### config.mk
export PLATFORM = sky130hd
export DESIGN_NAME = rgb_status_ctrl
export DESIGN_NICKNAME = d
export VERILOG_FILES = /design/src/rtl/rgb_status_ctrl_pkg.sv /design/src/rtl/rgb_status_ctrl_timer.sv /design/src/rtl/rgb_status_ctrl.sv
export SDC_FILE = /design/constraint.sdc
export NUM_CORES = 1
export LEC_CHECK = 0
export ABC_CLOCK_PERIOD_IN_PS = 1750
export BUFFER_PORTS_ARGS = -buffer_cell sky130_fd_sc_hd__buf_2
export CORE_MARGIN = 1.5
export CORE_UTILIZATION = 50
export DETAILED_ROUTE_END_ITERATION = 6
export PLACE_DENSITY_LB_ADDON = 0.25
export SLEW_MARGIN = 20
export SYNTH_ARGS = -nofsm -noshare
export SYNTH_HDL_FRONTEND = slang
export SYNTH_SLANG_ARGS = --single-unit
### constraint.sdc
create_clock -name clk -period 1.75 [get_ports clk]
set_clock_uncertainty 0.15 [all_clocks]
set_input_delay 0.175 -clock clk [delete_from_list [all_inputs] [get_ports clk]]
set_output_delay 0.175 -clock clk [all_outputs]
set_load 0.01 [all_outputs]
### src/rtl/rgb_status_ctrl_pkg.sv
// Shared definitions for the RGB status controller: state encoding and default sizing.
package rgb_status_ctrl_pkg;

  typedef enum logic [1:0] {
    ST_IDLE = 2'd0,
    ST_BUSY = 2'd1,
    ST_PASS = 2'd2,
    ST_FAIL = 2'd3
  } state_e;

  localparam int PWM_BITS_DEF  = 8;
  localparam int DUTY_DEF      = 16;
  localparam int BLINK_DIV_DEF = 23;

endpackage

### src/rtl/rgb_status_ctrl_timer.sv
// Free-running PWM counter and blink prescaler for the RGB status controller.
// Exposes the PWM count, the blink phase and a strobe on the last count of each PWM period.
module rgb_pwm_timer
  import rgb_status_ctrl_pkg::*;
#(
  parameter int PWM_BITS  = PWM_BITS_DEF,
  parameter int BLINK_DIV = BLINK_DIV_DEF
) (
  input  logic                clk,
  input  logic                reset,
  output logic [PWM_BITS-1:0] pwm_cnt_o,
  output logic                blink_phase_o,
  output logic                period_wrap_o
);

  logic [PWM_BITS-1:0]  pwm_cnt_q, pwm_cnt_d;
  logic [BLINK_DIV-1:0] blink_cnt_q, blink_cnt_d;
  logic                 blink_phase_q, blink_phase_d;

  always_comb begin
    pwm_cnt_d     = pwm_cnt_q + PWM_BITS'(1);
    blink_cnt_d   = blink_cnt_q + BLINK_DIV'(1);
    blink_phase_d = blink_phase_q;
    // Phase flips on the same cycle the prescaler rolls over to zero.
    if (&blink_cnt_q) begin
      blink_phase_d = ~blink_phase_q;
    end
  end

  always_ff @(posedge clk or posedge reset) begin
    if (reset) begin
      pwm_cnt_q     <= '0;
      blink_cnt_q   <= '0;
      blink_phase_q <= 1'b0;
    end else begin
      pwm_cnt_q     <= pwm_cnt_d;
      blink_cnt_q   <= blink_cnt_d;
      blink_phase_q <= blink_phase_d;
    end
  end

  assign pwm_cnt_o     = pwm_cnt_q;
  assign blink_phase_o = blink_phase_q;
  assign period_wrap_o = &pwm_cnt_q;

endmodule

### src/rtl/rgb_status_ctrl.sv
// Sticky busy/pass/fail verdict FSM driving the three RGB LED PWM inputs.
// Optional macro RGB_STATUS_BREATHE_EN: blue ramps its duty up and down while BUSY.
module rgb_status_ctrl
  import rgb_status_ctrl_pkg::*;
#(
  parameter int PWM_BITS  = PWM_BITS_DEF,
  parameter int DUTY      = DUTY_DEF,
  parameter int BLINK_DIV = BLINK_DIV_DEF
) (
  input  logic       clk,
  input  logic       reset,
  input  logic       i_busy,
  input  logic       i_pass,
  input  logic       i_fail,
  input  logic       i_clear,
  output logic       o_led_r,
  output logic       o_led_g,
  output logic       o_led_b,
  output logic [1:0] o_state
);

  localparam logic [PWM_BITS-1:0] DUTY_W = PWM_BITS'(DUTY);

  state_e              state_q, state_d;
  logic                led_r_q, led_r_d;
  logic                led_g_q, led_g_d;
  logic                led_b_q, led_b_d;
  logic [PWM_BITS-1:0] pwm_cnt;
  logic [PWM_BITS-1:0] duty_eff;
  logic                blink_phase;
  logic                period_wrap;
  logic                on;

  rgb_pwm_timer #(
    .PWM_BITS  (PWM_BITS),
    .BLINK_DIV (BLINK_DIV)
  ) u_timer (
    .clk           (clk),
    .reset         (reset),
    .pwm_cnt_o     (pwm_cnt),
    .blink_phase_o (blink_phase),
    .period_wrap_o (period_wrap)
  );

  // Verdicts are sticky: only clear leaves PASS/FAIL, and fail always wins.
  always_comb begin
    state_d = state_q;
    unique case (state_q)
      ST_IDLE: begin
        if      (i_fail) state_d = ST_FAIL;
        else if (i_pass) state_d = ST_PASS;
        else if (i_busy) state_d = ST_BUSY;
      end
      ST_BUSY: begin
        if      (i_fail)  state_d = ST_FAIL;
        else if (i_pass)  state_d = ST_PASS;
        else if (!i_busy) state_d = ST_IDLE;
      end
      ST_PASS: begin
        if      (i_fail)  state_d = ST_FAIL;
        else if (i_clear) state_d = ST_IDLE;
      end
      ST_FAIL: begin
        if (i_clear && !i_fail) state_d = ST_IDLE;
      end
    endcase
  end

`ifdef RGB_STATUS_BREATHE_EN
  logic [PWM_BITS-1:0] ramp_q, ramp_d;
  logic                dir_up_q, dir_up_d;

  always_comb begin
    ramp_d   = ramp_q;
    dir_up_d = dir_up_q;
    if (state_d == ST_BUSY && state_q != ST_BUSY) begin
      ramp_d   = '0;
      dir_up_d = 1'b1;
    end else if (period_wrap) begin
      if (dir_up_q) begin
        ramp_d = ramp_q + PWM_BITS'(1);
        if (&ramp_d) dir_up_d = 1'b0;
      end else begin
        ramp_d = ramp_q - PWM_BITS'(1);
        if (ramp_d == '0) dir_up_d = 1'b1;
      end
    end
  end

  always_ff @(posedge clk or posedge reset) begin
    if (reset) begin
      ramp_q   <= '0;
      dir_up_q <= 1'b1;
    end else begin
      ramp_q   <= ramp_d;
      dir_up_q <= dir_up_d;
    end
  end

  assign duty_eff = (state_q == ST_BUSY) ? ramp_q : DUTY_W;
`else
  logic unused_period_wrap;
  assign unused_period_wrap = period_wrap;
  assign duty_eff           = DUTY_W;
`endif

  always_comb begin
    on      = (pwm_cnt < duty_eff);
    led_r_d = 1'b0;
    led_g_d = 1'b0;
    led_b_d = 1'b0;
    unique case (state_q)
      ST_IDLE: ;
      ST_BUSY: led_b_d = on;
      ST_PASS: led_g_d = on;
      ST_FAIL: led_r_d = on & blink_phase;
    endcase
  end

  always_ff @(posedge clk or posedge reset) begin
    if (reset) begin
      state_q <= ST_IDLE;
      led_r_q <= 1'b0;
      led_g_q <= 1'b0;
      led_b_q <= 1'b0;
    end else begin
      state_q <= state_d;
      led_r_q <= led_r_d;
      led_g_q <= led_g_d;
      led_b_q <= led_b_d;
    end
  end

  assign o_state = state_q;
  assign o_led_r = led_r_q;
  assign o_led_g = led_g_q;
  assign o_led_b = led_b_q;

endmodule
# Word-level counts from Yosys, hierarchy flattened
# Cells that the tools add are included.
# Widths: inputs -> output; s select.
[totals]
regBits = 37
input_bits = 6
output_inout_bits = 5
word_cells = 37
[classes]
add_sub_neg = 2
n_lt_le_gt_ge = 1
n_eq_ne = 7
muxes = 13
bitwise_logic = 2
n_reduce_logical = 5
[op_table]
columns = ["operator", "n"]
rows = [
  ["$add 23x1->23 const B", 1],
  ["$reduce_and 23->1", 1],
  ["$mux 2", 9],
  ["$add 8x1->8 const B", 1],
  ["$lt 8x5->1 const B", 1],
  ["$ne 4x4->1 const B", 2],
  ["$pmux 2 s4", 1],
  ["$eq 2x2->1 const B", 2],
  ["$reduce_and 4->1", 1],
  ["$mux 1", 3],
  ["$ne 3x3->1 const B", 1],
  ["$eq 2x1->1 const B", 1],
  ["$logic_not 2->1", 1],
  ["$ne 2x2->1 const B", 1],
  ["$and 1x1->1", 1],
  ["$logic_and 1x1->1", 1],
  ["$logic_not 1->1", 1],
  ["$not 1->1", 1],
]

# Depth between registers and ports, before layout
# Gate-level depths: netlist (run 1).
[depth]
word_depth = 4
mapped_depth = 5
depth_no_buf = 5

# Modules after synthesis
# A second synthesis (run 1) with hierarchy kept.
[unflattened]
hier_cells = 129
hier_area_um2 = 1557.7
[by_module_without_submodules]
columns = ["mod", "instances", "cells_each", "area_per_inst_um2", "seq_area_each_um2"]
rows = [
  ["rgb_pwm_timer", 1, 113, 1347.5, 800.8],
  ["rgb_status_ctrl", 1, 16, 210.2, 125.1],
]

# Least setup slack after synthesis (run 1)
# Ideal clock, no wire load.
[synth_timing]
path_kind = "register -> register"
start = "reg u_timer.blink_cnt_q[0]"
end = "reg u_timer.blink_phase_q (netlist: u_timer.blink_phase_o)"
setup_ps = 123
arrival_time_ps = 1265
required_time_ps = 1477
slack_ps = 212
stages_incl_launch_ff = 6
n_path_buf = 0
period_less_slack_ps = 1538
cell_sequence = "dfrtp_1 -> ha_1 -> nand2_1 -> nor3_4 -> nand4_1 -> xnor2_1"
[synth_via]
elab_chain_len = 1
[synth_lines]
columns = ["item", "line_no", "text"]
rows = [
  ["start: declaration", "rgb_status_ctrl_timer.sv:17", "logic [BLINK_DIV-1:0] blink_cnt_q, blink_cnt_d;"],
  ["start signal: assignment", "rgb_status_ctrl_timer.sv:37", "blink_cnt_q <= blink_cnt_d;"],
  ["$reduce_and 23->1", "rgb_status_ctrl_timer.sv:25", "if (&blink_cnt_q) begin"],
  ["end signal: assignment", "rgb_status_ctrl_timer.sv:38", "blink_phase_q <= blink_phase_d;"],
  ["end: declaration", "rgb_status_ctrl_timer.sv:18", "logic blink_phase_q, blink_phase_d;"],
]
# No other way between the ends.
# A chain may end at the register's enable or synchronous reset.

# Final worst setup path (run 1)
[layout_timing]
start = "reg u_timer.blink_cnt_q[1]"
end = "reg u_timer.blink_cnt_q[10]"
[layout_via]
elab_chain_len = 1
[layout_lines]
columns = ["item", "line_no", "text"]
rows = [
  ["$add 23x1->23", "rgb_status_ctrl_timer.sv:22", "blink_cnt_d = blink_cnt_q + BLINK_DIV'(1);"],
  ["named net u_timer.blink_cnt_d[10]", "rgb_status_ctrl_timer.sv:17", ""],
]
# The timed path passes the listed nets, and every way through them passes these cells.

==> results of run 1 <==
repair_timing:
| item | in CTS | in global routing |
|---|---|---|
| setup buffers | 0 | 1 |
| hold endpoints to repair | 13 | 0 |
| gates resized for setup | 0 | 2 |
| endpoints found under the setup margin | 0 | 5 |
| hold buffers | 3 | 0 |
report_power, final:
group	switching, mW	internal (mW)
sequential	0.00477	0.858
combinational	0.0256	0.0188
clock	0.274	0.341
per-layer routing:
metal	up-vias	share of wire
met5	-	0
met4	0	0.017
met3	7	0.045
met2	14	0.46
met1	467	0.48
li1	467	-
worst paths after layout:
path                                         startpoint                      end  slack, ps  depth (start not counted)
worst max-delay path             u_timer.blink_cnt_q[1]  u_timer.blink_cnt_q[10]         80                          6
worst min register to register  u_timer.blink_cnt_q[19]  u_timer.blink_cnt_q[19]        320                          1
worst min-delay path                             i_pass               o_state[1]         20                          4
worst max register to register   u_timer.blink_cnt_q[1]  u_timer.blink_cnt_q[10]         80                          6
min in group asynchronous                         reset  u_timer.blink_cnt_q[18]        200                          3
max in group asynchronous                         reset   u_timer.blink_cnt_q[3]        680                          4
synth_stat cells, drive strengths merged (2+ instances only):
library cell	instances
inv	3
xnor2	22
xor2	6
nor2	8
nand3	12
ha	2
and4	2
nand4	6
nor3	3
dfrtp	37
and3	6
nand2	14
worst reg2reg max path: cells and delay by family (launching register included):
family        cells  cell delay (ps)
xor+xnor          1              130
fa+ha+maj         1              180
buf+inv           1              180
flops             1              450
simple gates      3              500
state kept, by name, indices dropped and copies added (netlist names):
name and count:
u_timer.pwm_cnt_o 8, o_led_g 1, o_led_r 1, u_timer.blink_phase_o 1, o_led_b 1, o_state 2
u_timer.blink_cnt_q 23
cells by family (layout without fill, tap and decap cells):
logic type	after synthesis	after routing	share of synthesized area
compound gates	2	2	0.00895
xor+xnor	28	28	0.159
fa+ha+maj	2	2	0.0163
buf+inv	3	28	0.00732
flops	37	37	0.602
simple gates	53	53	0.206
cells in the final DEF (no fill, tap or decap):
master	netlist	layout
nand3_1	11	11
inv_1	3	3
dlygate4sd3_1	0	3
xor2_1	6	6
ha_1	2	1
nand3_4	1	1
and4_1	2	2
clkbuf_8	0	1
dfrtp_1	37	37
clkbuf_4	0	5
nand4_1	6	6
clkbuf_1	0	1
buf_4	0	4
and3_1	6	6
nor2_1	8	8
buf_2	0	10
a211o_1	1	1
a21oi_1	1	1
ha_4	0	1
or2_2	1	1
nand2_1	13	13
nor3_4	3	3
bufinv_16	0	1
nand2_4	1	1
nor4_1	1	1
xnor2_1	22	22
stage by stage:
stage | hold WS (ps) | util | cell area (um^2) | power [mW]
3_3_place_gp | 42.3 | 0.583 | 1650 | 0.917
6_report | 16.7 | 0.631 | 1780 | 1.52
5_1_grt | 8.71 | 0.631 | 1780 | 1.57
3_5_place_dp | 61.1 | 0.583 | 1650 | 0.919
2_1_floorplan | 126 | - | 1540 | 0.899
4_1_cts | 11.9 | 0.624 | 1760 | 1.54
cell type report:
class	count	area [um^2]	share of cell area
sequential	37	926	0.519
clock buffer	7	55.1	0.0309
tap	31	38.8	0.0217
clock inverter	1	30.0	0.0168
timing repair buffer	17	110	0.0617
multi-input combinational	85	613	0.344
inverter	3	11.3	0.00631
==> results_dict.tcl, run 1 <==
set metrics [dict create \
    portBuffers 10 \
    fp.dieH_um 58.5 \
    drv_cap 0 \
    async_reset_ff_frac 1.00 \
    hpwl_mm 1.70 \
    first_pass_iters 4 \
    grt_max_degree 14 \
    ys_ff_latch 37 \
    cts.sinks 37 \
    netlist_top_cells_area "dfrtp_1 (60%), xnor2_1 (13%), nand3_1 (3.6%)" \
    start_kind "register" \
    cts_root_buf "clkbuf_4" \
    period_minus_slack_ps 1670 \
    crit_type "reg2reg" \
    setup_viol_count_final 0 \
    synth_fp_nets 133 \
    tritoncts "built" \
    die_w_um 58.5 \
    layout.cells.non_filler 181 \
    syn_area_per_cell_um2 12.3 \
    area_growth_syn_to_layout_pct 16.0 \
    grt_pass1_vias 968 \
    start_util 0.544 \
    place_congestion 0.726 \
    worst-path-buf-inv 1 \
    track_usage 0.166 \
    slew_viol_final 0 \
    min_period_over_period 0.956 \
    place_inst 169 \
    worstSkewPairLatency_ps 350 \
    vias 955 \
    status "finished, final reports clean" \
    leakage_nw 0.858 \
    cp.required_ps 1850 \
    gr-usage-met2 0.246 \
    placeableCoreArea_mm2 0.00283 \
    worst_pin_slew_ps 455 \
    cp.arrival_ps 1770 \
    synth.largest_area_cell "dfrtp_1" \
    routed_wl_mm 2.49 \
    cp_slowest_cell "dfrtp_1" \
    io-pin-count 11 \
    syn_inst 125 \
    htree_levels 2 \
    grt-ovfl-total 0 \
    fin_setup_tns_ps 0 \
    critical_path.cell_chain "ha_4 -> nand2_1 -> nor3_4 -> buf_4 -> nand2_1 -> xnor2_1" \
    synth_area_mm2 0.00154 \
    nFillCells 220 \
    drtAntennaViolNets 0 \
    drtIter0Drc 22 \
    wl_per_cell_um 13.8 \
    rsz0062_at_grt "no" \
    clkSlewWorstSetupHoldPaths_ps 120 \
    slew_headroom 0.696 \
    rows 19 \
    met3_usage 0.0747 \
    top_usage_layer "met2" \
    crit_path_frequent_cell "nand2_1" \
    crit_fanout 8 \
    setup_ws_ps 77.4 \
    yosys.area.top_type_share 0.602 \
    vdd_drop_max_mv 0.794 \
    layout-drive-gt1-share 0.187 \
    ys_warn_count 0 \
    design.die.area_mm2 0.00342 \
    clockBufferDepth 2 \
    ys_types 18 \
    grt_use_met1 0.212 \
    pre_cts_ws_ps 73.5 \
    worstSetupEndpointType "register" \
    n_antenna_cell 0 \
    timing.fmax_ghz 0.598 \
    fin_nets 157 \
    grt_pass1_wl_mm 4.13 \
    power.density_mw_per_mm2 853 \
    antenna_found_initial 0 \
    holdCritPathClass "in2reg" \
    synth_edf_count 0 \
    final_hold_viol_count 0 \
    avgViaCountPerCell 5.28 \
    drc 0 \
    crit_path_max_incr_delay_ps 450 \
    cp_top_family "simple AND/OR/NAND/NOR gates" \
    yosysSeqAreaShare 0.602 \
    numCtsBuffers 5 \
    synth_top_flop_cell "dfrtp_1" \
]
Note: power is estimated with default switching activity, not from simulation.
==> run 2, diff against run 1 <==
CORE_MARGIN = not set   (was 1.5)
CTS_BUF_LIST = sky130_fd_sc_hd__clkbuf_16   (was not set)
==> run 2 against run 1 <==
Compared with the run above: register-to-register slack better by 20 ps; design area up 3.9%; clock power up 58%; maximum frequency up 1.2%; highest routed layer unchanged; total power up 24%.
==> results_dict.tcl, run 2 (synthesized netlist as in run 1, its figures left out) <==
set metrics [dict create \
    status "finished, final reports clean" \
    grt_pass1_vias 985 \
    hold_slack_ps 95.9 \
    start_util 0.544 \
    hpwl_mm 1.71 \
    top_register "u_timer.blink_cnt_q" \
    drtAntennaViolNets 0 \
    period_minus_slack_ps 1650 \
    fin_setup_tns_ps 0 \
    io-pin-count 11 \
    antenna_found_initial 0 \
    final_common_cell "dfrtp_1" \
    numCtsBuffers 5 \
    crit_path_max_incr_delay_ps 570 \
    rows 19 \
    vias 962 \
    htree_levels 2 \
    leakage_nw 0.890 \
    mostFrequentLayoutCells "dfrtp_1 (37), xnor2_1 (22), nand2_1 (12)" \
    placeableCoreArea_mm2 0.00283 \
    worstSetupEndpointType "register" \
    routed_wl_mm 2.49 \
    n_antenna_cell 0 \
    area_growth_syn_to_layout_pct 20.6 \
    cp.arrival_ps 1660 \
    fin_nets 157 \
    setup_ws_ps 97.0 \
    final_hold_viol_count 0 \
    design.die.area_mm2 0.00330 \
    pre_cts_ws_ps 79.9 \
    worst_r2r_path_depth 4 \
    tritoncts "built" \
    clockBufferDepth 2 \
    die_w_um 57.5 \
    clkSlewWorstSetupHoldPaths_ps 50 \
    cts_root_buf "clkbuf_16" \
    drv_cap 0 \
    portBuffers 10 \
    layout-drive-gt1-share 0.180 \
    place_congestion 0.682 \
    cts.sinks 37 \
    holdCritPathClass "in2reg" \
    postCtsSetupRepairBufs 0 \
    min_period_over_period 0.945 \
    cp.required_ps 1750 \
    crit_type "reg2reg" \
    first_pass_iters 4 \
    worst_pin_slew_ps 475 \
    avgViaCountPerCell 5.31 \
    fin_total_pwr_mw 1.88 \
    grt_pass1_wl_mm 4.24 \
    slew_viol_final 0 \
    timing.critical_path.from "o_state[1]" \
    drc 0 \
    regToRegSetupSlack_ps 100 \
    r2r_end "o_state[0]" \
    grt-ovfl-total 0 \
    rr_startpoint "o_state[1]" \
    grt_max_degree 14 \
    largest_reg_flops 23 \
    setup_viol_count_final 0 \
    crit_fanout 7 \
    wl_per_cell_um 13.8 \
    crit_end "o_state[0]" \
    slew_headroom 0.683 \
    start_kind "register" \
    fp.dieH_um 57.5 \
    critical_path.cell_chain "nand2_1 -> nor2_1 -> a211o_1 -> dlygate4sd3_1" \
    cp_slowest_cell "dlygate4sd3_1" \
    timing.fmax_ghz 0.605 \
    track_usage 0.179 \
    rsz0062_at_grt "no" \
    power.density_mw_per_mm2 1010 \
    worstSkewPairLatency_ps 280 \
    drtIter0Drc 56 \
    vdd_drop_max_mv 0.697 \
]
==> run 2: how the worst min path moves through the flow <==
stage,startpoint,end,depth (start not counted)
2_1_floorplan,i_fail,o_state[0],1
3_3_place_gp,reset,u_timer.blink_cnt_q[19],2
3_5_place_dp,reset,u_timer.blink_cnt_q[17],2
4_1_cts,i_pass,o_state[1],4
5_1_grt,i_pass,o_state[1],4
6_report,i_pass,o_state[1],4
==> run 2: where the power goes <==
part	switching [mW]	leakage, nW	internal (mW)
combinational	0.0258	0.326	0.0187
clock	0.311	0.0826	0.660
sequential	0.00472	0.481	0.860
total	0.341	0.890	1.54
==> run 2: repair_timing <==
action | CTS | global route
endpoints found under the setup margin | 0 | 6
resized for setup | 0 | 1
endpoints found under the hold margin | 13 | 0
hold buffers | 3 | 0
==> run 2: per-layer routing <==
layer | up-vias | track usage | part of all wire | wire [um]
met5 | - | 0 | 0 | 0
met1 | 471 | 0.233 | 0.49 | 1220
met2 | 11 | 0.254 | 0.46 | 1140
met3 | 4 | 0.0794 | 0.037 | 91
li1 | 476 | - | - | -
met4 | 0 | 0.0906 | 0.016 | 41
==> run 2: metrics by stage <==
stage / cells / cell area [um^2] / util
floorplan: 125 / 1540 / -
global placement: 169 / 1650 / 0.583
detailed placement: 169 / 1650 / 0.583
CTS: 180 / 1840 / 0.651
global route: 181 / 1850 / 0.655
finish: 181 / 1850 / 0.655
==> run 2: final cells by class <==
| cell class | count | area (um^2) |
|---|---|---|
| Clock buffer | 5 | 125 |
| Clock inverter | 3 | 37.5 |
| Fill cell | 223 | 975 |
| Inverter | 3 | 11.3 |
| Multi-Input combinational cell | 86 | 613 |
| Sequential cell | 37 | 926 |
| Tap cell | 31 | 38.8 |
| Timing Repair Buffer | 16 | 103 |
==> run 2: critical path: cells and delay by family (launching register included) <==
family	cells	cell delay, ps
flip-flops	1	440
AO/OA/AOI/OAI	1	250
AND/OR/NAND/NOR	2	130
buffers and inverters	1	570
